File: src/rtl/bus_pkg.sv
// Shared encodings for the byte-bus register bank.
package bus_pkg;

   localparam int DEF_DATA_W = 8;

   // Command opcodes as they appear on cmd_op.
   typedef enum logic [1:0] {
      OP_NOP   = 2'b00,
      OP_LOAD  = 2'b01,
      OP_STORE = 2'b10,
      OP_MOVE  = 2'b11
   } op_e;

   // Transfer sequencer states.
   typedef enum logic [1:0] {
      S_IDLE  = 2'b00,
      S_FETCH = 2'b01,
      S_WRITE = 2'b10
   } state_e;

endpackage

File: src/rtl/bus_reg8.sv
// One bank register: loads d_i when we_i is high, clears asynchronously.
module bus_reg8 #(
   parameter int DATA_W = 8
) (
   input  logic              clk,
   input  logic              rst,
   input  logic              we_i,
   input  logic [DATA_W-1:0] d_i,
   output logic [DATA_W-1:0] q_o
);

   logic [DATA_W-1:0] data_q;

   // Storage element with write enable.
   always_ff @(posedge clk or posedge rst) begin
      if (rst)       data_q <= '0;
      else if (we_i) data_q <= d_i;
   end

   assign q_o = data_q;

endmodule

File: src/rtl/bus_reg_bank.sv
// Register bank on the byte bus. One command at a time moves a byte through
// the bus latch: IDLE accepts, FETCH fills the latch, WRITE drains it into a
// register (LOAD/MOVE) or onto ext_out (STORE). ADDR_W is expected to be
// clog2(NREG); out-of-range indices read 0 and drop writes.
module bus_reg_bank
   import bus_pkg::*;
#(
   parameter int DATA_W = DEF_DATA_W,
   parameter int NREG   = 4,
   parameter int ADDR_W = 2
) (
   input  logic              clk,
   input  logic              rst,
   input  logic              cmd_valid,
   output logic              cmd_ready,
   input  logic [1:0]        cmd_op,
   input  logic [ADDR_W-1:0] cmd_src,
   input  logic [ADDR_W-1:0] cmd_dst,
   input  logic [DATA_W-1:0] ext_in,
   output logic [DATA_W-1:0] ext_out,
   output logic              ext_out_valid,
   output logic [DATA_W-1:0] bus_val,
   output logic              busy
);

   state_e              state_q, state_d;
   op_e                 op_q;
   logic [ADDR_W-1:0]   src_q, dst_q;
   logic [DATA_W-1:0]   bus_q, bus_d;
   logic [DATA_W-1:0]   ext_out_q, ext_out_d;
   logic                ext_vld_q, ext_vld_d;
   logic                cmd_take;
   logic                wr_en;
   logic [NREG-1:0]     we;
   logic [DATA_W-1:0]   rd_data;
   logic [DATA_W-1:0]   reg_q [NREG];

   // Next-state and datapath control for the three-step transfer.
   always_comb begin
      state_d   = state_q;
      cmd_take  = 1'b0;
      bus_d     = bus_q;
      ext_out_d = ext_out_q;
      ext_vld_d = 1'b0;
      wr_en     = 1'b0;
      case (state_q)
         S_IDLE: begin
            // NOP is consumed here without leaving IDLE.
            if (cmd_valid && (op_e'(cmd_op) != OP_NOP)) begin
               cmd_take = 1'b1;
               state_d  = S_FETCH;
            end
         end
         S_FETCH: begin
            bus_d   = (op_q == OP_LOAD) ? ext_in : rd_data;
            state_d = S_WRITE;
         end
         S_WRITE: begin
            state_d = S_IDLE;
            if (op_q == OP_STORE) begin
               ext_out_d = bus_q;
               ext_vld_d = 1'b1;
            end else if (op_q == OP_LOAD || op_q == OP_MOVE) begin
               wr_en = 1'b1;
            end
         end
         default: state_d = S_IDLE;
      endcase
   end

   // State, command latch, bus latch and external output registers.
   always_ff @(posedge clk or posedge rst) begin
      if (rst) begin
         state_q   <= S_IDLE;
         op_q      <= OP_NOP;
         src_q     <= '0;
         dst_q     <= '0;
         bus_q     <= '0;
         ext_out_q <= '0;
         ext_vld_q <= 1'b0;
      end else begin
         state_q   <= state_d;
         bus_q     <= bus_d;
         ext_out_q <= ext_out_d;
         ext_vld_q <= ext_vld_d;
         if (cmd_take) begin
            op_q  <= op_e'(cmd_op);
            src_q <= cmd_src;
            dst_q <= cmd_dst;
         end
      end
   end

   // Register array; each copy is enabled only when WRITE targets it.
   for (genvar i = 0; i < NREG; i++) begin : g_reg
      assign we[i] = wr_en && (int'(dst_q) == i);
      bus_reg8 #(.DATA_W(DATA_W)) u_reg (
         .clk  (clk),
         .rst  (rst),
         .we_i (we[i]),
         .d_i  (bus_q),
         .q_o  (reg_q[i])
      );
   end

   // Read mux: an index with no matching register yields 0.
   always_comb begin
      rd_data = '0;
      for (int i = 0; i < NREG; i++) begin
         if (int'(src_q) == i) rd_data = reg_q[i];
      end
   end

   assign cmd_ready     = (state_q == S_IDLE);
   assign busy          = ~cmd_ready;
   assign bus_val       = bus_q;
   assign ext_out       = ext_out_q;
   assign ext_out_valid = ext_vld_q;

endmodule
File: config.mk
export PLATFORM = sky130hd
export DESIGN_NAME = bus_reg_bank
export DESIGN_NICKNAME = d
export VERILOG_FILES = /design/src/rtl/bus_pkg.sv /design/src/rtl/bus_reg8.sv /design/src/rtl/bus_reg_bank.sv
export SDC_FILE = /design/constraint.sdc
export NUM_CORES = 1
export LEC_CHECK = 0
export CORE_ASPECT_RATIO = 2
export CORE_MARGIN = 5
export CORE_UTILIZATION = 50
export CTS_BUF_LIST = sky130_fd_sc_hd__clkbuf_8
export DETAILED_ROUTE_END_ITERATION = 8
export PLACE_DENSITY = 0.79
export RECOVER_POWER = 100
export SYNTH_ARGS = -nofsm -noshare
export SYNTH_HDL_FRONTEND = slang
export SYNTH_SLANG_ARGS = --single-unit
export TNS_END_PERCENT = 20
File: constraint.sdc
create_clock -name clk -period 2.2 [get_ports clk]
set_clock_uncertainty 0.1 [all_clocks]
set_input_delay 0.44 -clock clk [delete_from_list [all_inputs] [get_ports clk]]
set_output_delay 0.44 -clock clk [all_outputs]
set_load 0.005 [all_outputs]
* Word-level counts from Yosys, hierarchy flattened
Index checks and enable logic that the tools add are counted.
** Storage, ports and cells
- Register bits after elaboration :: 57
- Input bits :: 17
- Output and inout port bits :: 19
- Word-level logic and storage cells :: 49
** Operators by class
- Eq/ne operators :: 12
- Mux-type cells :: 14
- Bitwise gates (word level) :: 1
- Reductions and logical operators :: 11
** Operators by type and width (count)
- $mux W8 :: 5
- $eq A2 B2 Y1 const B :: 7
- $eq A2 B1 Y1 const B :: 4
- $mux W1 :: 7
- $logic_not A2 Y1 :: 3
- $logic_and A1 B1 Y1 :: 5
- $pmux W2 S2 :: 1
- $mux W2 :: 1
- $ne A2 B1 Y1 const B :: 1
- $reduce_and A2 Y1 :: 1
- $reduce_bool A2 Y1 :: 1
- $logic_or A1 B1 Y1 :: 1
- $not A1 Y1 :: 1

* Logic depth before layout (Yosys ltp)
- Word-level depth :: 6
- Gate-level depth with buffers :: 5
- Mapped depth without buffers :: 3

* Modules after synthesis
Synthesis repeated with hierarchy kept, for this count alone.
** Second synthesis, totals
- Cells, all modules :: 175
- Area total of the unflattened synthesis :: 2665.1 um^2
** Modules (own cells, without submodules)
- bus_reg8 :: instances 4, cells each 18, area each 335.3 um^2, sequential area each 200.2 um^2
- bus_reg_bank :: instances 1, cells each 103, area each 1323.8 um^2, sequential area each 625.6 um^2

* Worst setup path after synthesis
OpenSTA, ideal clock, no wires.
- Kind :: register -> register
- Start :: register state_q[1]
- End :: register dst_q[0]
- Library setup time :: 0.125 ns
- Arrival :: 1.248 ns
- Data required time :: 1.975 ns
- Setup slack :: 0.728 ns
- Cell stages (with the launch flop) :: 4
- Buffers on the path :: 0
- Period minus slack after synthesis :: 1.472 ns
- Path through :: dfrtp_1 > or2_4 > nor2_2 > mux2_2
** Between the ends
- Cells in the longest elaborated chain, start to end :: 2
** Ends and longest elaborated chain
- start, declared :: RTL line bus_reg_bank.sv:26 : state_e state_q, state_d;
- start signal, assigned :: RTL line bus_reg_bank.sv:82 : state_q <= state_d;
- $logic_not A2 Y1 :: RTL line bus_reg_bank.sv:46 : case (state_q)
- $mux W1 :: RTL line bus_reg_bank.sv:46
- end signal, assigned :: RTL line bus_reg_bank.sv:89 : dst_q <= cmd_dst;
- end, declared :: RTL line bus_reg_bank.sv:28 : logic [ADDR_W-1:0] src_q, dst_q;
No other way between the ends.
A chain may end at the register's enable or synchronous reset.

* Final worst setup path
- Start :: register state_q[1]
- End :: output cmd_ready
** Between the ends
- Cells in the longest elaborated chain, start to end :: 1
** Ends and longest elaborated chain
- $logic_not A2 Y1 :: RTL line bus_reg_bank.sv:114 : assign cmd_ready = (state_q == S_IDLE);
- end, declared :: RTL line bus_reg_bank.sv:15 : output logic cmd_ready,
No other way between the ends.

==> metrics <==
area of the die=6588 sq um; TNS Setup=0 ns; Final GP Congestion=0.7655; clock sinks=57; number of cells on the worst reg-to-reg path=3; number of warnings issued by yosys=0; via count=1,488; leading cell types in the layout, fill and taps excluded=sky130_fd_sc_hd__dfrtp_1, sky130_fd_sc_hd__mux2_2, sky130_fd_sc_hd__clkdlybuf4s50_1; Die W=59.95 um; wire length of the first global-routing pass=8.418 mm; type of element capturing the critical path=primary output; fmax=470.3 MHz; depth of the worst hold-timing path=1; Leak Pwr=0.001343 uW; total setup violations reported at the end of the flow=0; mean routed wirelength per cell=18.99 um; Cell variety after synth=25; run status=complete, no violations; FF-to-FF Start=state_q[0]; slew at the pin closest to its max-slew limit=1.381 ns; placed cells=254; residual antenna-violating net count after detailed routing=0; class of the worst hold path=flop to flop; end point of the most critical hold path=g_reg[0].u_reg.q_o[7]; CTS tree=built; WP data required=1.66 ns; pin count of the biggest net entering global routing=58; clock transition at the register clock pins on the worst setup and hold paths after CTS=0.07 ns; mapped cell area=2495 sq um; Syn Nets=185; initial antenna violation count=0; input/output buffers=35; Post-DP HPWL=3.459 mm; maximum clock path buffer count=2; number of failing hold endpoints at the final stage=0; Num CTS Buffers=9; proportion of synthesized flip-flops having asynchronous set or reset=100.0%; register-to-register setup slack=0.25 ns; num rows=36; CTS-repair resized insts=0; overall die height=109.9 um; remaining global-route overflow=0; sequential cell area fraction in the yosys report=57.17%; gate count after technology mapping=168; TritonRoute pass-1 iters=4; vias per std cell=5.511; Max Transition Viols Final=0; average footprint of a synthesized cell=14.85 sq um; total routing usage reported by global routing=18.11%; # hold bufs at CTS=0; setup repair after global routing missed its margin=no; startpoint of the most critical hold path=g_reg[0].u_reg.q_o[7]; buffers inserted by post-CTS timing repair=0; main flop type after synthesis=sky130_fd_sc_hd__dfrtp_1; Max Fanout on Critical Path=5; number of synthesized flops with an enable pin=0; post-detailed-route DRC marker count=0; antenna diode instance count=0; relative area change from synthesis to final layout=20.61%; Routed WL=5.128 mm; vias in the first global route=1,647; reg-to-reg endpoint=g_reg[0].u_reg.q_o[3]; Nets=225; fraction of layout cells with a size suffix above 1=26.76%; most common library cell in the layout ignoring fill and taps=sky130_fd_sc_hd__dfrtp_1; I/O Pins=36; root buffer cell=sky130_fd_sc_hd__clkbuf_8; final worst path period share=96.66%; maximum level of the CTS H-tree=3; Clock Latency Late Sink=0.34 ns; final standard cell count with taps included and fillers excluded=270; worst slack on hold paths=0.3961 ns; Max-Cap Viols=0; effective utilization at floorplan=51.29%; Worst setup SP type=flop; relative max-transition margin=7.930%; placeable core region=4865 sq um; category of the most critical setup path=flop to primary output; flop and latch count out of synthesis=57; worst IR drop on VDD=862.7 uV; number of DRC markers in iteration 0=36; total power=3924 uW; data arrival time of the critical path=1.59 ns; Pwr per Cell Area=1304 nW/um^2; Final min period=2.126 ns
-- cell type report --
class                           count  area (sq um)
Inverter                            3         11.26
Clock buffer                       10         137.6
Clock inverter                      6         51.30
Sequential cell                    57          1426
Timing Repair Buffer               38         370.4
Tap cell                           57         71.32
Fill cell                         413          1856
Multi-Input combinational cell     99         940.9
-- layer usage --
metal | part of all wire, % | routed length, um | track usage (%)
met5 | 0 | 0 | 0
met4 | 2.5 | 129 | 7.924
met3 | 4.4 | 228 | 6.463
met2 | 54 | 2767 | 29.33
met1 | 39 | 2001 | 21.11
-- critical path, cell delays in order (launching register included) --
cell and delay, ns:
sky130_fd_sc_hd__dfrtp_1 0.43, sky130_fd_sc_hd__or2_4 0.28, sky130_fd_sc_hd__inv_1 0.05, sky130_fd_sc_hd__clkdlybuf4s50_1 0.49
-- state kept, by name, indices dropped and copies added (netlist names) --
signal         count
state_q            2
bus_val            8
dst_q              2
g.u_reg.q_o       32
ext_out_valid      1
op_q               2
ext_out            8
src_q              2
-- power breakdown --
group / internal, uW / total (uW) / switching (uW)
Clock: 537 / 938 / 401
Sequential: 1510 / 1880 / 369
Combinational: 746 / 1110 / 361
Total: 2790 / 3920 / 1130
-- synth_stat cells (2+ instances only) --
cell	n	share of area, %
sky130_fd_sc_hd__nor2_2	2	0.50
sky130_fd_sc_hd__inv_1	3	0.45
sky130_fd_sc_hd__nand2_1	16	2.4
sky130_fd_sc_hd__mux2_4	16	9.6
sky130_fd_sc_hd__mux4_2	8	7.2
sky130_fd_sc_hd__dfrtp_1	57	57
sky130_fd_sc_hd__nor2_1	8	1.2
sky130_fd_sc_hd__a31oi_1	8	2.0
sky130_fd_sc_hd__mux2_2	30	14
sky130_fd_sc_hd__buf_6	2	0.90
sky130_fd_sc_hd__nor2b_1	2	0.50
sky130_fd_sc_hd__buf_2	3	0.60
-- metrics by stage --
| stage | setup WS [ns] | utilization (%) | cell area (sq um) |
|---|---|---|---|
| CTS | 0.05296 | 63.37 | 3083 |
| global placement | 0.3623 | 59.49 | 2894 |
| detailed placement | 0.2352 | 59.49 | 2894 |
| finish | 0.07352 | 61.86 | 3009 |
| global route | 0.01488 | 61.86 | 3009 |
| floorplan | 0.2604 | - | 2495 |
-- worst max path at each step --
stage	from	end	slack [ns]
2_1_floorplan	rst	bus_val[0]	0.26
5_1_grt	state_q[1]	cmd_ready	0.01
3_3_place_gp	cmd_op[0]	src_q[1]	0.36
4_1_cts	state_q[1]	cmd_ready	0.05
3_5_place_dp	cmd_op[0]	dst_q[0]	0.24
6_report	state_q[1]	cmd_ready	0.07
-- cells by family after synthesis --
family,after synthesis,synth area share [%]
flip-flops,57,57.17
multiplexers,54,30.39
AO/OA/AOI/OAI,9,2.207
AND/OR/NAND/NOR,36,7.473
buffers and inverters,12,2.758
(Power assumes the default switching activity.)
==> RTL edit 1: new RTL, same flow settings <==
Re-encode `state_e` (3 states) as one-hot, 3 bits wide.
--- a/src/rtl/bus_pkg.sv
+++ b/src/rtl/bus_pkg.sv
@@ -13,8 +13,8 @@
 
    // Transfer sequencer states.
-   typedef enum logic [1:0] {
-      S_IDLE  = 2'b00,
-      S_FETCH = 2'b01,
-      S_WRITE = 2'b10
+   typedef enum logic [2:0] {
+      S_IDLE  = 3'b001,
+      S_FETCH = 3'b010,
+      S_WRITE = 3'b100
    } state_e;
 
Check against the original RTL: no difference found for any inputs over 10 cycles, from zero or initial values and one cycle with rst high; not proved beyond that.
==> RTL edit 1 against the unedited design <==
Final area is 2.5% higher. Synthesized area is 0.55% lower. Power is 9.9% lower. Count of clock-buffer cells in the layout stayed put. Non-clock buffer count is 2 higher. Worst setup slack better by 52 ps. Sequential cell count is 1 higher. Routed wire length is 2.4% lower. Highest routed layer unchanged.
==> RTL edit 1: results (changes against the unedited design) <==
cts_setup_buffers: 0  # unchanged
antenna_found_initial: 0  # unchanged
wl_per_cell_um: 18.1  # -4.8%
portBuffers: 35  # unchanged
synth_common_cells: "dfrtp_1 (57), mux2_2 (44), nand2_1 (19)"
synth_nets: 188  # +1.6%
yosysSeqAreaShare_pct: 58.5  # +1.4 points
ys_top_cells_by_area: "dfrtp_1 (57%), mux2_2 (20%), mux4_2 (7.3%), nand2_1 (2.9%), a31oi_1 (2.0%)"
slowest_delay_ps: 570  # +80 ps
ir_drop_mv: 0.920  # +6.6%
cp_top_family: "flip-flops"
drive_above_1_share_pct: 32.3  # +5.5 points
hold_depth: 1  # unchanged
ys_types: 23  # -8.0%
post_drt_via_cell_ratio: 5.53  # +0.29%
cts_resized: 0  # unchanged
grt_usage_pct: 18.6  # +0.54 points
h-tree-depth: 3  # unchanged
p_leak_nw: 1.45  # +8.3%
status: "completed"
drt_iter0_markers: 79  # +120%
grt_pass1_vias: 1702  # +3.3%
reg2regPathDepth: 4  # +1
crit_slowest_cell: "dfstp_2"
worst_ep_arrival_time_ps: 1530  # -60 ps
cts_root_buf: "clkbuf_8"
place_hpwl_mm: 3.46  # about the same
dr.pass1.iters: 4  # unchanged
cp_max_fo: 4  # -1
async_flop_share_pct: 100  # unchanged
hp-class: "flip-flop to flip-flop"
dp_slack_ps: 179  # -56.1 ps
num-nets-final: 232  # +3.1%
clockBufferDepth: 2  # unchanged
grt_max_degree: 33  # -43%
clk_transition_reported_paths_ps: 60
worstMarginPinSlew_ps: 878  # -503 ps
place.gp.congestion: 0.749  # -2.2%
power_switching_w: 0.00100  # -11%
grt_pass1_wl_mm: 8.69  # +3.2%
## RTL edit 1: power by group through the flow
| stage | registers (W) | clock network (W) | logic (W) |
|---|---|---|---|
| global placement | 0.00168 | 0 | 0.000858 |
| global route | 0.00173 | 0.00113 | 0.000895 |
| CTS | 0.00168 | 0.00109 | 0.000880 |
| finish | 0.00167 | 0.00106 | 0.000805 |
| detailed placement | 0.00170 | 0 | 0.000877 |
| floorplan | 0.00156 | 0 | 0.000532 |
## RTL edit 1: layer usage
metal | vias to the layer above | global-route usage, % | wire length (µm)
met5 | - | 0 | 0
met4 | 0 | 9.03 | 105
met3 | 8 | 4.35 | 218
met2 | 33 | 29.7 | 2680
met1 | 789 | 23.4 | 2000
li1 | 701 | - | -
## RTL edit 1: cell families after synthesis
kind of cell	Yosys count	share of synthesized area, %
AOI/OAI and AO/OA	11	3.03
and+or+nand+nor	40	8.98
muxes	52	27.2
buffers and inverters	10	2.22
DFF	58	58.5
## RTL edit 1: final timing paths
kind / to / slack, ps / start
worst max-delay path: busy / 130 / state_q[0]
min in group asynchronous: ext_out_valid / 470 / rst
worst min register to register: ext_out[4] / 400 / ext_out[4]
max in group asynchronous: g_reg[2].u_reg.q_o[3] / 390 / rst
worst min-delay path: ext_out[4] / 400 / ext_out[4]
worst max register to register: g_reg[3].u_reg.q_o[6] / 200 / state_q[1]
## RTL edit 1: area by class of cell
cell class | instances | area, µm²
timing repair buffer | 40 | 374
clock inverter | 6 | 81.3
inverter | 3 | 11.3
sequential | 58 | 1450
clock buffer | 10 | 138
fill | 388 | 1780
multi-input combinational | 103 | 956
tap | 57 | 71.3
## RTL edit 1: per-stage QoR
stage | instances | power, W | instance area, µm²
CTS | 277 | 0.00365 | 3130
global placement | 261 | 0.00254 | 2910
finish | 277 | 0.00354 | 3080
detailed placement | 261 | 0.00257 | 2910
global route | 277 | 0.00375 | 3080
floorplan | 171 | 0.00209 | 2480
==> RTL edit 2: new RTL, same flow settings <==
Made on the original files. Change the package constant `DEF_DATA_W` from 8 to 12.
--- a/src/rtl/bus_pkg.sv
+++ b/src/rtl/bus_pkg.sv
@@ -2,5 +2,5 @@
 package bus_pkg;
 
-   localparam int DEF_DATA_W = 8;
+   localparam int DEF_DATA_W = 12;
 
    // Command opcodes as they appear on cmd_op.
Interface: changed (resized bus_val, ext_in and ext_out); port bits go from 36 to 48. The function was not compared with the original's and may differ.
==> RTL edit 2 against the unedited design <==
Routed wire length grew 38%. Sequential cell count rose by 24. Synthesized area is 43% higher. Sequential power up 41%. Final area rose by 41%. Power up 36%. Worst setup slack improved by 2.6 ps. Highest routed layer unchanged.
==> RTL edit 2: results (changes against the unedited design) <==
reg2regPathDepth: 4  # +1
ir_drop_mv: 0.617  # -29%
cts_resized: 1  # +1
holdWs_ps: 382  # -14.0 ps
avgSynthCellArea_um2: 15.2  # +2.5%
num-nets-final: 317  # +41%
yosysSeqAreaShare_pct: 56.6  # -0.53 points
grt_pass1_wl_mm: 11.9  # +42%
synth_compound_area_share_pct: 2.24  # +0.031 points
place_hpwl_mm: 4.99  # +44%
relSlewSlack_pct: 43.2  # +35 points
drive_above_1_share_pct: 25.9  # -0.85 points
grt_max_degree: 31  # -47%
drt_iter0_markers: 108  # +200%
holdPathEnd: "ext_out[0]"
fillers: 532  # +29%
r2r-start: "state_q[1]"
synth_nets: 256  # +38%
r2r-end: "ext_out[11]"
dp_slack_ps: 352  # +117 ps
synth_common_cells: "dfrtp_1 (81), mux2_2 (37), mux2_4 (29)"
cp-startpoint: "state_q[0]"
grt_pass1_vias: 2357  # +43%
status: "completed"
layout.cells.non_filler: 391  # +45%
==> RTL edit 2: cell count changes after synthesis, sizes merged, moves of 2 or more <==
cell	before	now
nand2	17	25
mux2	46	66
mux4	8	12
nor2b	2	4
dfrtp	57	81
a31oi	8	12
nor2	10	13
buf	7	11
==> RTL edit 2: cells by family after synthesis <==
logic type,count (synthesis)
DFF,81
and+or+nand+nor,48
buffers and inverters,15
AOI/OAI and AO/OA,13
muxes,78
==> RTL edit 2: worst max-delay path, cell delays in order (launching register included) <==
cell and delay [ps]:
dfrtp_1 400, or2_0 270, inv_1 70, clkdlybuf4s50_1 490
==> RTL edit 2: report_power, final <==
| part | internal (W) | switching [W] | total, W |
|---|---|---|---|
| Sequential | 0.00216 | 0.000496 | 0.00266 |
| Clock | 0.000526 | 0.000505 | 0.00103 |
| Combinational | 0.00110 | 0.000556 | 0.00166 |
| Total | 0.00379 | 0.00156 | 0.00535 |
==> RTL edit 2: metal layers <==
layer	GRT usage (%)	part of all wire, %	vias to the layer above
met5	0	0	-
met4	9.14	2.8	0
met3	3.57	3.3	14
li1	-	-	961
met2	29.7	54	48
met1	20.3	40	1117
==> RTL edit 2: area by class of cell <==
| type | instances | share of cell area, % |
|---|---|---|
| multi-input cells | 139 | 31.7 |
| flip-flops and latches | 81 | 47.8 |
| inverters | 2 | 0.207 |
| clock inverters | 3 | 0.325 |
| clock buffers | 13 | 4.22 |
| well taps | 90 | 2.66 |
| repair buffers | 63 | 13.1 |
==> RTL edit 2: through the flow <==
stage	util, %	total power (W)
floorplan	-	0.00383
global placement	60.7	0.00458
detailed placement	60.7	0.00468
CTS	63.5	0.00573
global route	61.0	0.00568
finish	61.0	0.00535
